### config.mk
export PLATFORM = sky130hd
export DESIGN_NAME = mux_rr_scheduler
export DESIGN_NICKNAME = d
export VERILOG_FILES = /design/src/rtl/mux_rr_scheduler_pkg.sv /design/src/rtl/rr_pick8.sv /design/src/rtl/mux_rr_scheduler.sv
export SDC_FILE = /design/constraint.sdc
export NUM_CORES = 1
export LEC_CHECK = 0
export CORE_AREA = 3 3 104 106
export CTS_BUF_LIST = sky130_fd_sc_hd__clkbuf_8
export DETAILED_ROUTE_END_ITERATION = 8
export DIE_AREA = 0 0 107 109
export REMOVE_ABC_BUFFERS = 1
export SLEW_MARGIN = 20
export SYNTH_ARGS = -nofsm -noshare
export SYNTH_HDL_FRONTEND = slang
export SYNTH_HIERARCHICAL = 1
export SYNTH_SLANG_ARGS = --single-unit
export TNS_END_PERCENT = 30
### constraint.sdc
create_clock -name clk -period 5.14 [get_ports clk]
set_clock_uncertainty 0.15 [all_clocks]
set_input_delay 1.028 -clock clk [delete_from_list [all_inputs] [get_ports clk]]
set_output_delay 1.028 -clock clk [all_outputs]
set_load 0.05 [all_outputs]
### src/rtl/mux_rr_scheduler_pkg.sv
// Shared definitions for the round-robin mux scheduler slice.
package mux_sched_pkg;

  localparam int N_REQ = 8;
  localparam int SEL_W = 3;

  typedef enum logic {
    IDLE  = 1'b0,
    GRANT = 1'b1
  } state_e;

endpackage

### src/rtl/rr_pick8.sv
// Rotating priority encoder: first set request scanning from i_ptr upward, wrapping at 8.
module rr_pick8
  import mux_sched_pkg::*;
(
  input  logic [N_REQ-1:0] i_req,
  input  logic [SEL_W-1:0] i_ptr,
  output logic             o_valid,
  output logic [SEL_W-1:0] o_idx
);

  logic [SEL_W-1:0] w_pos;

  always_comb begin
    o_valid = 1'b0;
    o_idx   = '0;
    w_pos   = '0;
    for (int unsigned k = 0; k < N_REQ; k++) begin
      w_pos = i_ptr + SEL_W'(k);
      if (!o_valid && i_req[w_pos]) begin
        o_valid = 1'b1;
        o_idx   = w_pos;
      end
    end
  end

endmodule

### src/rtl/mux_rr_scheduler.sv
// Round-robin scheduler in front of the 8:1 mux; holds a grant until release, request drop or hold limit.
module mux_rr_scheduler #(
  parameter int N_REQ    = 8,
  parameter int MAX_HOLD = 16
) (
  input  logic                           clk,
  input  logic                           rst,
  input  logic [N_REQ-1:0]               i_req,
  input  logic                           i_release,
  output logic [N_REQ-1:0]               o_grant,
  output logic [mux_sched_pkg::SEL_W-1:0] o_mux_sel,
  output logic                           o_mux_en,
  output logic                           o_busy,
  output logic                           o_hold_timeout
);

  import mux_sched_pkg::SEL_W;
  import mux_sched_pkg::state_e;
  import mux_sched_pkg::IDLE;
  import mux_sched_pkg::GRANT;

  localparam int CNT_W = (MAX_HOLD < 1) ? 1 : $clog2(MAX_HOLD + 1);
  localparam logic [CNT_W-1:0] HOLD_LAST = (MAX_HOLD == 0) ? '0 : CNT_W'(MAX_HOLD - 1);

  state_e           r_state;
  logic [SEL_W-1:0] r_ptr;
  logic [CNT_W-1:0] r_cnt;
  logic [N_REQ-1:0] r_grant;
  logic [SEL_W-1:0] r_sel;
  logic             r_en;
  logic             r_timeout;

  logic             w_valid;
  logic [SEL_W-1:0] w_idx;
  logic             w_drop;
  logic             w_limit;
  logic             w_end;

  rr_pick8 u_pick (
    .i_req   (i_req),
    .i_ptr   (r_ptr),
    .o_valid (w_valid),
    .o_idx   (w_idx)
  );

  assign w_drop  = ~i_req[r_sel];
  assign w_limit = (MAX_HOLD != 0) && (r_cnt == HOLD_LAST);
  assign w_end   = i_release | w_drop | w_limit;

  always_ff @(posedge clk or posedge rst) begin
    if (rst) begin
      r_state   <= IDLE;
      r_ptr     <= '0;
      r_cnt     <= '0;
      r_grant   <= '0;
      r_sel     <= '0;
      r_en      <= 1'b0;
      r_timeout <= 1'b0;
    end else begin
      r_timeout <= 1'b0;
      case (r_state)
        IDLE: begin
          if (w_valid) begin
            r_state <= GRANT;
            r_grant <= N_REQ'(1) << w_idx;
            r_sel   <= w_idx;
            r_en    <= 1'b1;
            r_cnt   <= '0;
          end
        end
        GRANT: begin
          if (w_end) begin
            // mux_sel deliberately keeps the last owner while idle
            r_state   <= IDLE;
            r_grant   <= '0;
            r_en      <= 1'b0;
            r_ptr     <= r_sel + SEL_W'(1);
            r_timeout <= w_limit & ~i_release & ~w_drop;
          end else if (r_cnt != '1) begin
            r_cnt <= r_cnt + CNT_W'(1);
          end
        end
        default: r_state <= IDLE;
      endcase
    end
  end

  assign o_grant        = r_grant;
  assign o_mux_sel      = r_sel;
  assign o_mux_en       = r_en;
  assign o_busy         = r_en;
  assign o_hold_timeout = r_timeout;

endmodule

==> results.yml, run 1 <==
timing:
  max_slew_margin: 0.431
  tightest_slew_ns: 0.853
  rsz0062_at_grt: "no"
  setup_viol: 0
  fin_crit_ns: 4.17
  fmax_mhz: 240
  finalCritPeriodShare: 0.812
  finalSetupTns_ns: 0
  hold_viol: 0
  final_max_slew_viol_count: 0
yosys:
  yosysTopAreaCell: "dfrtp_1"
  synth.distinct_cells: 58
  synth_seq_cells: 22
  synth_cells: 242
  synth_area_leaders: "dfrtp_1, mux4_2, mux2i_1"
  synth_ff_type: "dfrtp_1"
  synth-edff-count: 0
  seq_area_frac_synth: 0.241
  ys_async_sr_fraction: 1.00
  yosys_warnings: 6
  avgSynthCellArea_um2: 9.44
  netlist_area_mm2: 0.00228
  synth_top_area_frac: 0.241
layout:
  fillerInstances: 1050
  final_cells: 390
  ff_latch_area_um2: 551
  diodes: 0
  drive_gt1_frac: 0.140
  synthToLayoutAreaGrowth_pct: 17.1
  multi_input_area_mm2: 0.00154
  nets: 275
drt:
  dr.pass1.iters: 4
  viasPerCell: 4.99
  antenna_left: 0
  first_iter_violations: 184
  drc_errors: 0
  drt-total-wl_um: 5420
  vias: 1947
  wire_per_inst_um: 13.9
floorplan:
  floorplan.initialDensity: 0.231
  io_pins: 25
  core_mm2: 0.00986
  rows: 36
  die_width_um: 107
  dieArea_mm2: 0.0117
  die_y_um: 109
setup_path:
  r2r.worst_path.cells: 10
  crit_type: "input port to flop"
  regToRegSetupSlack_ns: 1.29
  crit_start: "i_req[2]"
  path_max_fanout: 11
  cp.arrival_ns: 4.21
  r2r_end: "o_mux_sel[2]$_DFFE_PP0P_"
  worstSetupStartpointType: "input port"
  cp-end-kind: "flop"
  rr_startpoint: "r_ptr[1]$_DFFE_PP0P_"
  worstPathRequired_ns: 5.17
pwr:
  ir_drop_v: 0.000207
  p_leak_uw: 0.00108
  p_per_area_mw_per_mm2: 718
job:
  cap_violations: 0
place:
  gp_congestion: 0.917
  dp_cells: 386
  port_buffers: 24
  dpl.hpwl_um: 4020
grt:
  grt_pass1_wl_um: 9180
  grtUsageTotal: 0.0945
  globalRouteMet2Util: 0.174
  grt_max_degree: 23
  antenna_found_initial: 0
  met3_usage: 0.0124
  grt_pass1_vias: 1892
  use_met1: 0.116
  busiest_layer: "met2"
  overflow: 0
clock_network:
  path_clk_slew_ns: 0.08
  cts_sinks: 22
  ctsHtreeMaxLevel: 1
  cts-root-buf: "clkbuf_8"
  numCtsBuffers: 3
  clk_path_buf_depth: 2
  worstSkewPairLatency_ns: 0.26
  post_cts_buffers: 0
  cts_hold_buf: 0
  post_cts_resized: 0
  tritoncts: "yes"
worst_hold_path:
  whs_endpoint: "r_cnt[0]$_DFFE_PP0P_"
  min_path_type: "flop to flop"
  min_path_cells: 1
  min_from: "r_cnt[0]$_DFFE_PP0P_"
status:
  outcome: "completed"
-- power breakdown --
| part | leakage (µW) | internal, µW | total, µW | switching (µW) |
|---|---|---|---|---|
| sequential | 0.000286 | 226 | 318 | 91.9 |
| combinational | 0.000755 | 623 | 1440 | 818 |
| clock | 0.0000357 | 104 | 161 | 57.3 |
| total | 0.00108 | 953 | 1920 | 967 |
-- area by class of cell --
class,instances,share of cell area
clock buffer,3,0.0154
inverter,21,0.0295
multi-input combinational,183,0.577
sequential,22,0.206
tap,133,0.0622
clock inverter,1,0.0112
timing repair buffer,27,0.0983
-- stage by stage --
step | total power [µW] | util | setup slack [ns] | hold WS, ns | cell area (µm²)
CTS | 1920 | 0.271 | 1.01 | 0.360 | 2670
global placement | 1750 | 0.264 | 0.740 | 0.347 | 2600
finish | 1920 | 0.271 | 0.969 | 0.357 | 2670
global route | 2090 | 0.271 | 0.733 | 0.423 | 2670
detailed placement | 1760 | 0.264 | 0.742 | 0.348 | 2600
floorplan | 1420 | - | 1.17 | 0.316 | 2170
-- synth_stat cells, types with 3 or more instances --
master    count
a22oi_1       3
buf_6         3
dfrtp_1      22
mux2_2        8
o21ai_0      10
nand3_1       4
mux4_2       10
clkbuf_1      3
mux2i_1      15
xor2_1        3
o22ai_1       6
nor2b_1       8
a311oi_1      3
and3_1        4
mux4_1        5
a31oi_1       5
ha_1          6
buf_2         7
inv_1        20
a21oi_1       8
nor2_1       18
nand2_1      24
-- layout by cell type, fill, tap and decap left out, drive strengths merged, types with 6 or more instances in the layout --
master         netlist  routed
nand2               24      24
clkdlybuf4s50        0      24
dfrtp               22      22
inv                 21      21
nor2                18      18
mux2i               16      16
mux4                15      15
o21ai               12      12
mux2                10      10
nor2b                8       8
a21oi                8       8
o22ai                6       6
ha                   6       6
-- kinds of logic (layout without fill, tap and decap cells) --
kind of cell             after synthesis  after routing  share of synthesized area
adder cells (fa/ha/maj)                6              6                     0.0329
AND/OR/NAND/NOR                       76             76                      0.170
XOR/XNOR                               4              4                     0.0153
flip-flops                            22             22                      0.241
AO/OA/AOI/OAI                         56             56                      0.174
buffers and inverters                 37             52                     0.0827
multiplexers                          41             41                      0.284
-- how the worst max path moves through the flow --
stage	to	slack (ns)	cells after the start
after floorplan	o_grant[6]$_DFFE_PP0P_	1.17	10
after global placement	o_grant[6]$_DFFE_PP0P_	0.74	9
after detailed placement	o_grant[6]$_DFFE_PP0P_	0.74	9
after CTS	o_grant[6]$_DFFE_PP0P_	1.01	9
after global routing	o_mux_sel[1]$_DFFE_PP0P_	0.73	9
final	o_grant[6]$_DFFE_PP0P_	0.97	9
-- flip-flops by register name, indices dropped and copies added (netlist names) --
name	flops
o_hold_timeout	1
r_ptr	3
r_state	1
o_busy	1
r_cnt	5
o_grant	8
o_mux_sel	3
-- worst max-delay path: stages --
cell             delay (ns)
clkdlybuf4s50_1        0.60
mux4_1                 0.73
mux2_4                 0.35
a21o_1                 0.17
a211o_1                0.29
a31oi_1                0.50
nor2b_1                0.24
a31oi_1                0.12
o22ai_1                0.17
-- routing by layer --
metal	routed length [µm]	part of all wire
met2	2870	0.53
met3	164	0.030
met4	83	0.015
met1	2300	0.42
met5	0	0
Power figures use the tool's default switching activity.
==> run 2: changes to the inputs <==
clock period = 3.6 ns   (was 5.14 ns; I/O delays follow)
==> results.yml, run 2 (synthesis results as in run 1) <==
timing:
  fin_crit_ns: 3.45
  rsz0062_at_grt: "no"
  hold_viol: 0
  finalSetupTns_ns: 0
  final_max_slew_viol_count: 0
  max_slew_margin: 0.426
  tightest_slew_ns: 0.860
  fmax_mhz: 290
  worst_slack_ns: 0.149
  setup_viol: 0
  hold_ws_ns: 0.366
  finalCritPeriodShare: 0.959
grt:
  grt_pass1_wl_um: 9960
  grt_max_degree: 23
  overflow: 0
  grtUsageTotal: 0.103
  grt_pass1_vias: 2097
  antenna_found_initial: 0
drt:
  drc_errors: 0
  antenna_left: 0
  vias: 2043
  viasPerCell: 4.72
  first_iter_violations: 140
  drt-total-wl_um: 5950
  wl_met3_um: 133
  dr.pass1.iters: 4
  wire_per_inst_um: 13.7
  dr.max_layer_used: "met4"
  wl_met1_um: 2660
  wl_met2_um: 3090
layout:
  nets: 318
  largest_register_ffs: 8
  multi_input_area_mm2: 0.00158
  synthToLayoutAreaGrowth_pct: 32.6
  final_common_cell: "buf_4"
  fillerInstances: 1021
  diodes: 0
  final_cell_mix: "buf_4, nand2_1, dfrtp_1"
  drive_gt1_frac: 0.283
  ff_latch_area_um2: 551
  final_area_mm2: 0.00303
setup_path:
  critPathBufInv: 2
  r2r.worst_path.cells: 13
  cp-end-kind: "flop"
  path_delay_family: "compound AO/OA/AOI/OAI gates"
  r2r_end: "o_grant[6]$_DFFE_PP0P_"
  crit_type: "input port to flop"
  crit_chain: "clkdlybuf4s50_1, buf_4, mux4_2, mux2_4, or2_1, o311a_1, a31oi_2, nor2b_1, a31oi_1, o22ai_1"
  path_max_fanout: 7
  critPathMaxStageDelay_ns: 0.51
  regToRegSetupSlack_ns: 0.27
  worstPathRequired_ns: 3.63
  crit_path_top_delay_cell: "mux4_2"
  rr_startpoint: "r_ptr[1]$_DFFE_PP0P_"
  cp.arrival_ns: 3.48
  worstSetupStartpointType: "input port"
clock_network:
  worstSkewPairLatency_ns: 0.26
  cts_hold_buf: 0
  numCtsBuffers: 3
  cts-root-buf: "clkbuf_8"
  path_clk_slew_ns: 0.08
  ctsHtreeMaxLevel: 1
  tritoncts: "yes"
  cts_sinks: 22
  clk_path_buf_depth: 2
pwr:
  p_per_area_mw_per_mm2: 1050
  p_leak_uw: 0.00132
  ir_drop_v: 0.000359
floorplan:
  die_width_um: 107
  floorplan.initialDensity: 0.231
  core_mm2: 0.00986
  die_y_um: 109
  dieArea_mm2: 0.0117
  io_pins: 25
  rows: 36
worst_hold_path:
  min_from: "r_cnt[0]$_DFFE_PP0P_"
  whs_endpoint: "r_cnt[0]$_DFFE_PP0P_"
  min_path_cells: 1
  min_path_type: "flop to flop"
place:
  dpl.hpwl_um: 4580
  port_buffers: 24
  gp_congestion: 0.870
  dp_slack_ns: -0.281
  placed_area_mm2: 0.00293
job:
  cap_violations: 0
status:
  outcome: "completed"
[run 2: metal layers]
layer,track usage,vias up
met5,0,-
met1,0.128,985
met4,0.0201,0
met3,0.0136,6
met2,0.190,29
li1,-,1023
[run 2: per-stage QoR]
step | std cells | util | total power, µW
after floorplan | 226 | - | 2030
after global routing | 433 | 0.307 | 3470
final | 433 | 0.307 | 3190
after CTS | 433 | 0.303 | 3130
after detailed placement | 429 | 0.297 | 2930
after global placement | 429 | 0.297 | 2900
[run 2: how the worst max path moves through the flow]
| stage | depth (start not counted) | start | end | slack, ns |
|---|---|---|---|---|
| 2_1_floorplan | 10 | r_ptr[1]$_DFFE_PP0P_ | o_grant[6]$_DFFE_PP0P_ | -0.37 |
| 3_3_place_gp | 11 | i_req[5] | o_grant[6]$_DFFE_PP0P_ | -0.22 |
| 3_5_place_dp | 11 | i_req[4] | o_grant[6]$_DFFE_PP0P_ | -0.28 |
| 4_1_cts | 10 | i_req[4] | o_grant[6]$_DFFE_PP0P_ | 0.06 |
| 5_1_grt | 12 | i_req[3] | o_grant[5]$_DFFE_PP0P_ | 0.001 |
| 6_report | 10 | i_req[2] | o_grant[6]$_DFFE_PP0P_ | 0.15 |
[run 2: report_power, final]
group          total [µW]  internal [µW]  switching (µW)
logic                2570           1250            1320
registers             444            324             121
clock network         177           97.4            79.6
[run 2: repair_timing]
item,in CTS,in global routing
endpoints found under the hold margin,0,0
endpoints found under the setup margin,1,8
gates resized for setup,1,12
buffers inserted,0,0
cloned,0,0
[run 2: worst register-to-register path, delay by kind of cell (launching register included)]
family                   cells  cell delay, ns
adder cells (fa/ha/maj)      1            0.36
flip-flops                   1            0.36
buffers and inverters        2            0.41
AO/OA/AOI/OAI                6            1.30
AND/OR/NAND/NOR              3            0.56
multiplexers                 1            0.10
[run 2: cell type report]
cell class | instances | area share
timing repair buffer | 70 | 0.198
sequential | 22 | 0.182
clock buffer | 4 | 0.0182
tap | 133 | 0.0550
multi-input combinational | 183 | 0.521
inverter | 21 | 0.0260
==> run 3: changes to the inputs <==
CORE_AREA = 3 3 70 72   (was 3 3 104 106)
DIE_AREA = 0 0 73 75   (was 0 0 107 109)
PLACE_DENSITY = 0.77   (was unset)
==> results.yml, run 3 (synthesis results as in run 1) <==
timing:
  tightest_slew_ns: 0.814
  hold_ws_ns: 0.378
  worst_slack_ns: 0.0260
  fin_crit_ns: 3.57
  fmax_mhz: 280
  rsz0062_at_grt: "yes"
  finalCritPeriodShare: 0.993
  max_slew_margin: 0.457
  hold_viol: 0
  final_max_slew_viol_count: 0
  setup_viol: 0
  finalSetupTns_ns: 0
clock_network:
  ctsHtreeMaxLevel: 1
  cts_hold_buf: 0
  cts-root-buf: "clkbuf_8"
  numCtsBuffers: 3
  path_clk_slew_ns: 0.08
  clk_path_buf_depth: 2
  tritoncts: "yes"
  worstSkewPairLatency_ns: 0.26
  cts_sinks: 22
floorplan:
  io_pins: 25
  dieArea_mm2: 0.00548
  die_width_um: 73
  core_mm2: 0.00435
  floorplan.initialDensity: 0.524
  die_y_um: 75
  rows: 24
layout:
  postLayoutCoreUtil: 0.681
  fillerInstances: 301
  largest_register_ffs: 8
  final_common_cell: "buf_4"
  final_cell_mix: "buf_4, nand2_1, dfrtp_1"
  multi_input_area_mm2: 0.00161
  synthToLayoutAreaGrowth_pct: 29.9
  diodes: 0
  ff_latch_area_um2: 551
  nets: 317
  drive_gt1_frac: 0.291
worst_hold_path:
  min_from: "r_cnt[0]$_DFFE_PP0P_"
  min_path_cells: 1
  whs_endpoint: "r_cnt[0]$_DFFE_PP0P_"
  min_path_type: "flop to flop"
drt:
  vias: 2177
  first_iter_violations: 191
  drt-total-wl_um: 6260
  drc_errors: 0
  viasPerCell: 6.20
  antenna_left: 0
  wire_per_inst_um: 17.8
  dr.pass1.iters: 5
setup_path:
  cp-end-kind: "flop"
  regToRegSetupSlack_ns: 0.16
  cpMostUsedCell: "o21ai_4"
  critPathMaxStageDelay_ns: 0.58
  worstSetupStartpointType: "input port"
  worstPathRequired_ns: 3.58
  crit_path_top_delay_cell: "a2111oi_0"
  r2r.worst_path.cells: 12
  critPathBufInv: 1
  crit_chain: "clkdlybuf4s50_1, nor2b_1, a2111oi_0, o41a_1, o21ai_4, o311ai_1, nand2_1, o21ai_4, nor2b_2, a31oi_1, o22ai_1"
  path_delay_family: "compound AO/OA/AOI/OAI gates"
  r2r_end: "o_grant[6]$_DFFE_PP0P_"
  cp.arrival_ns: 3.56
  crit_type: "input port to flop"
  rr_startpoint: "r_ptr[0]$_DFFE_PP0P_"
  path_max_fanout: 8
job:
  cap_violations: 0
grt:
  grt_max_degree: 23
  antenna_found_initial: 0
  overflow: 0
  grt_pass1_wl_um: 10100
  grtUsageTotal: 0.235
  grt_pass1_vias: 2059
place:
  dp_slack_ns: -0.262
  gp_congestion: 0.867
  dpl.hpwl_um: 4500
  port_buffers: 24
status:
  outcome: "completed"
-- run 3: cell types whose count changed in the layout (fill, tap and decap cells not counted), sizes merged --
cell and delta:
clkdlybuf4s50 +2, dlymetal6s2s -2, buf -1, bufinv +1, clkbuf -1
-- run 3: final cells by class --
class	instances	share of cell area
inverter	21	0.0266
timing repair buffer	69	0.197
clock buffer	3	0.0139
multi-input combinational	183	0.544
sequential	22	0.186
tap	52	0.0219
clock inverter	1	0.0101
-- run 3: repair_timing --
action	CTS	global route
setup endpoints to repair	2	17
gates resized for setup	2	16
buffers inserted	0	1
pin swaps	0	1
cloned	0	0
-- run 3: per-stage QoR --
| step | area, µm² | std cells |
|---|---|---|
| 6_report | 2970 | 351 |
| 3_5_place_dp | 2810 | 346 |
| 2_1_floorplan | 2170 | 226 |
| 4_1_cts | 2890 | 350 |
| 5_1_grt | 2970 | 351 |
| 3_3_place_gp | 2810 | 346 |
-- run 3: layer usage --
layer | global-route usage | part of all wire | vias to the layer above
li1 | - | - | 1027
met1 | 0.320 | 0.42 | 1044
met4 | 0.0410 | 0.022 | 0
met3 | 0.0481 | 0.053 | 14
met2 | 0.392 | 0.51 | 92
met5 | 0 | 0 | -
-- run 3: worst max-delay path by stage --
stage,start,end,cells past startpoint
after floorplan,r_ptr[1]$_DFFE_PP0P_,o_grant[6]$_DFFE_PP0P_,10
after global placement,i_req[0],o_grant[6]$_DFFE_PP0P_,11
after detailed placement,i_req[6],o_grant[6]$_DFFE_PP0P_,11
after CTS,i_req[6],o_grant[6]$_DFFE_PP0P_,11
after global routing,i_req[1],o_grant[6]$_DFFE_PP0P_,12
final,i_req[0],o_grant[6]$_DFFE_PP0P_,11
Power of run 3 is not shown: default switching activity piles up to over one toggle a cycle in this logic, so the estimate is an artifact.
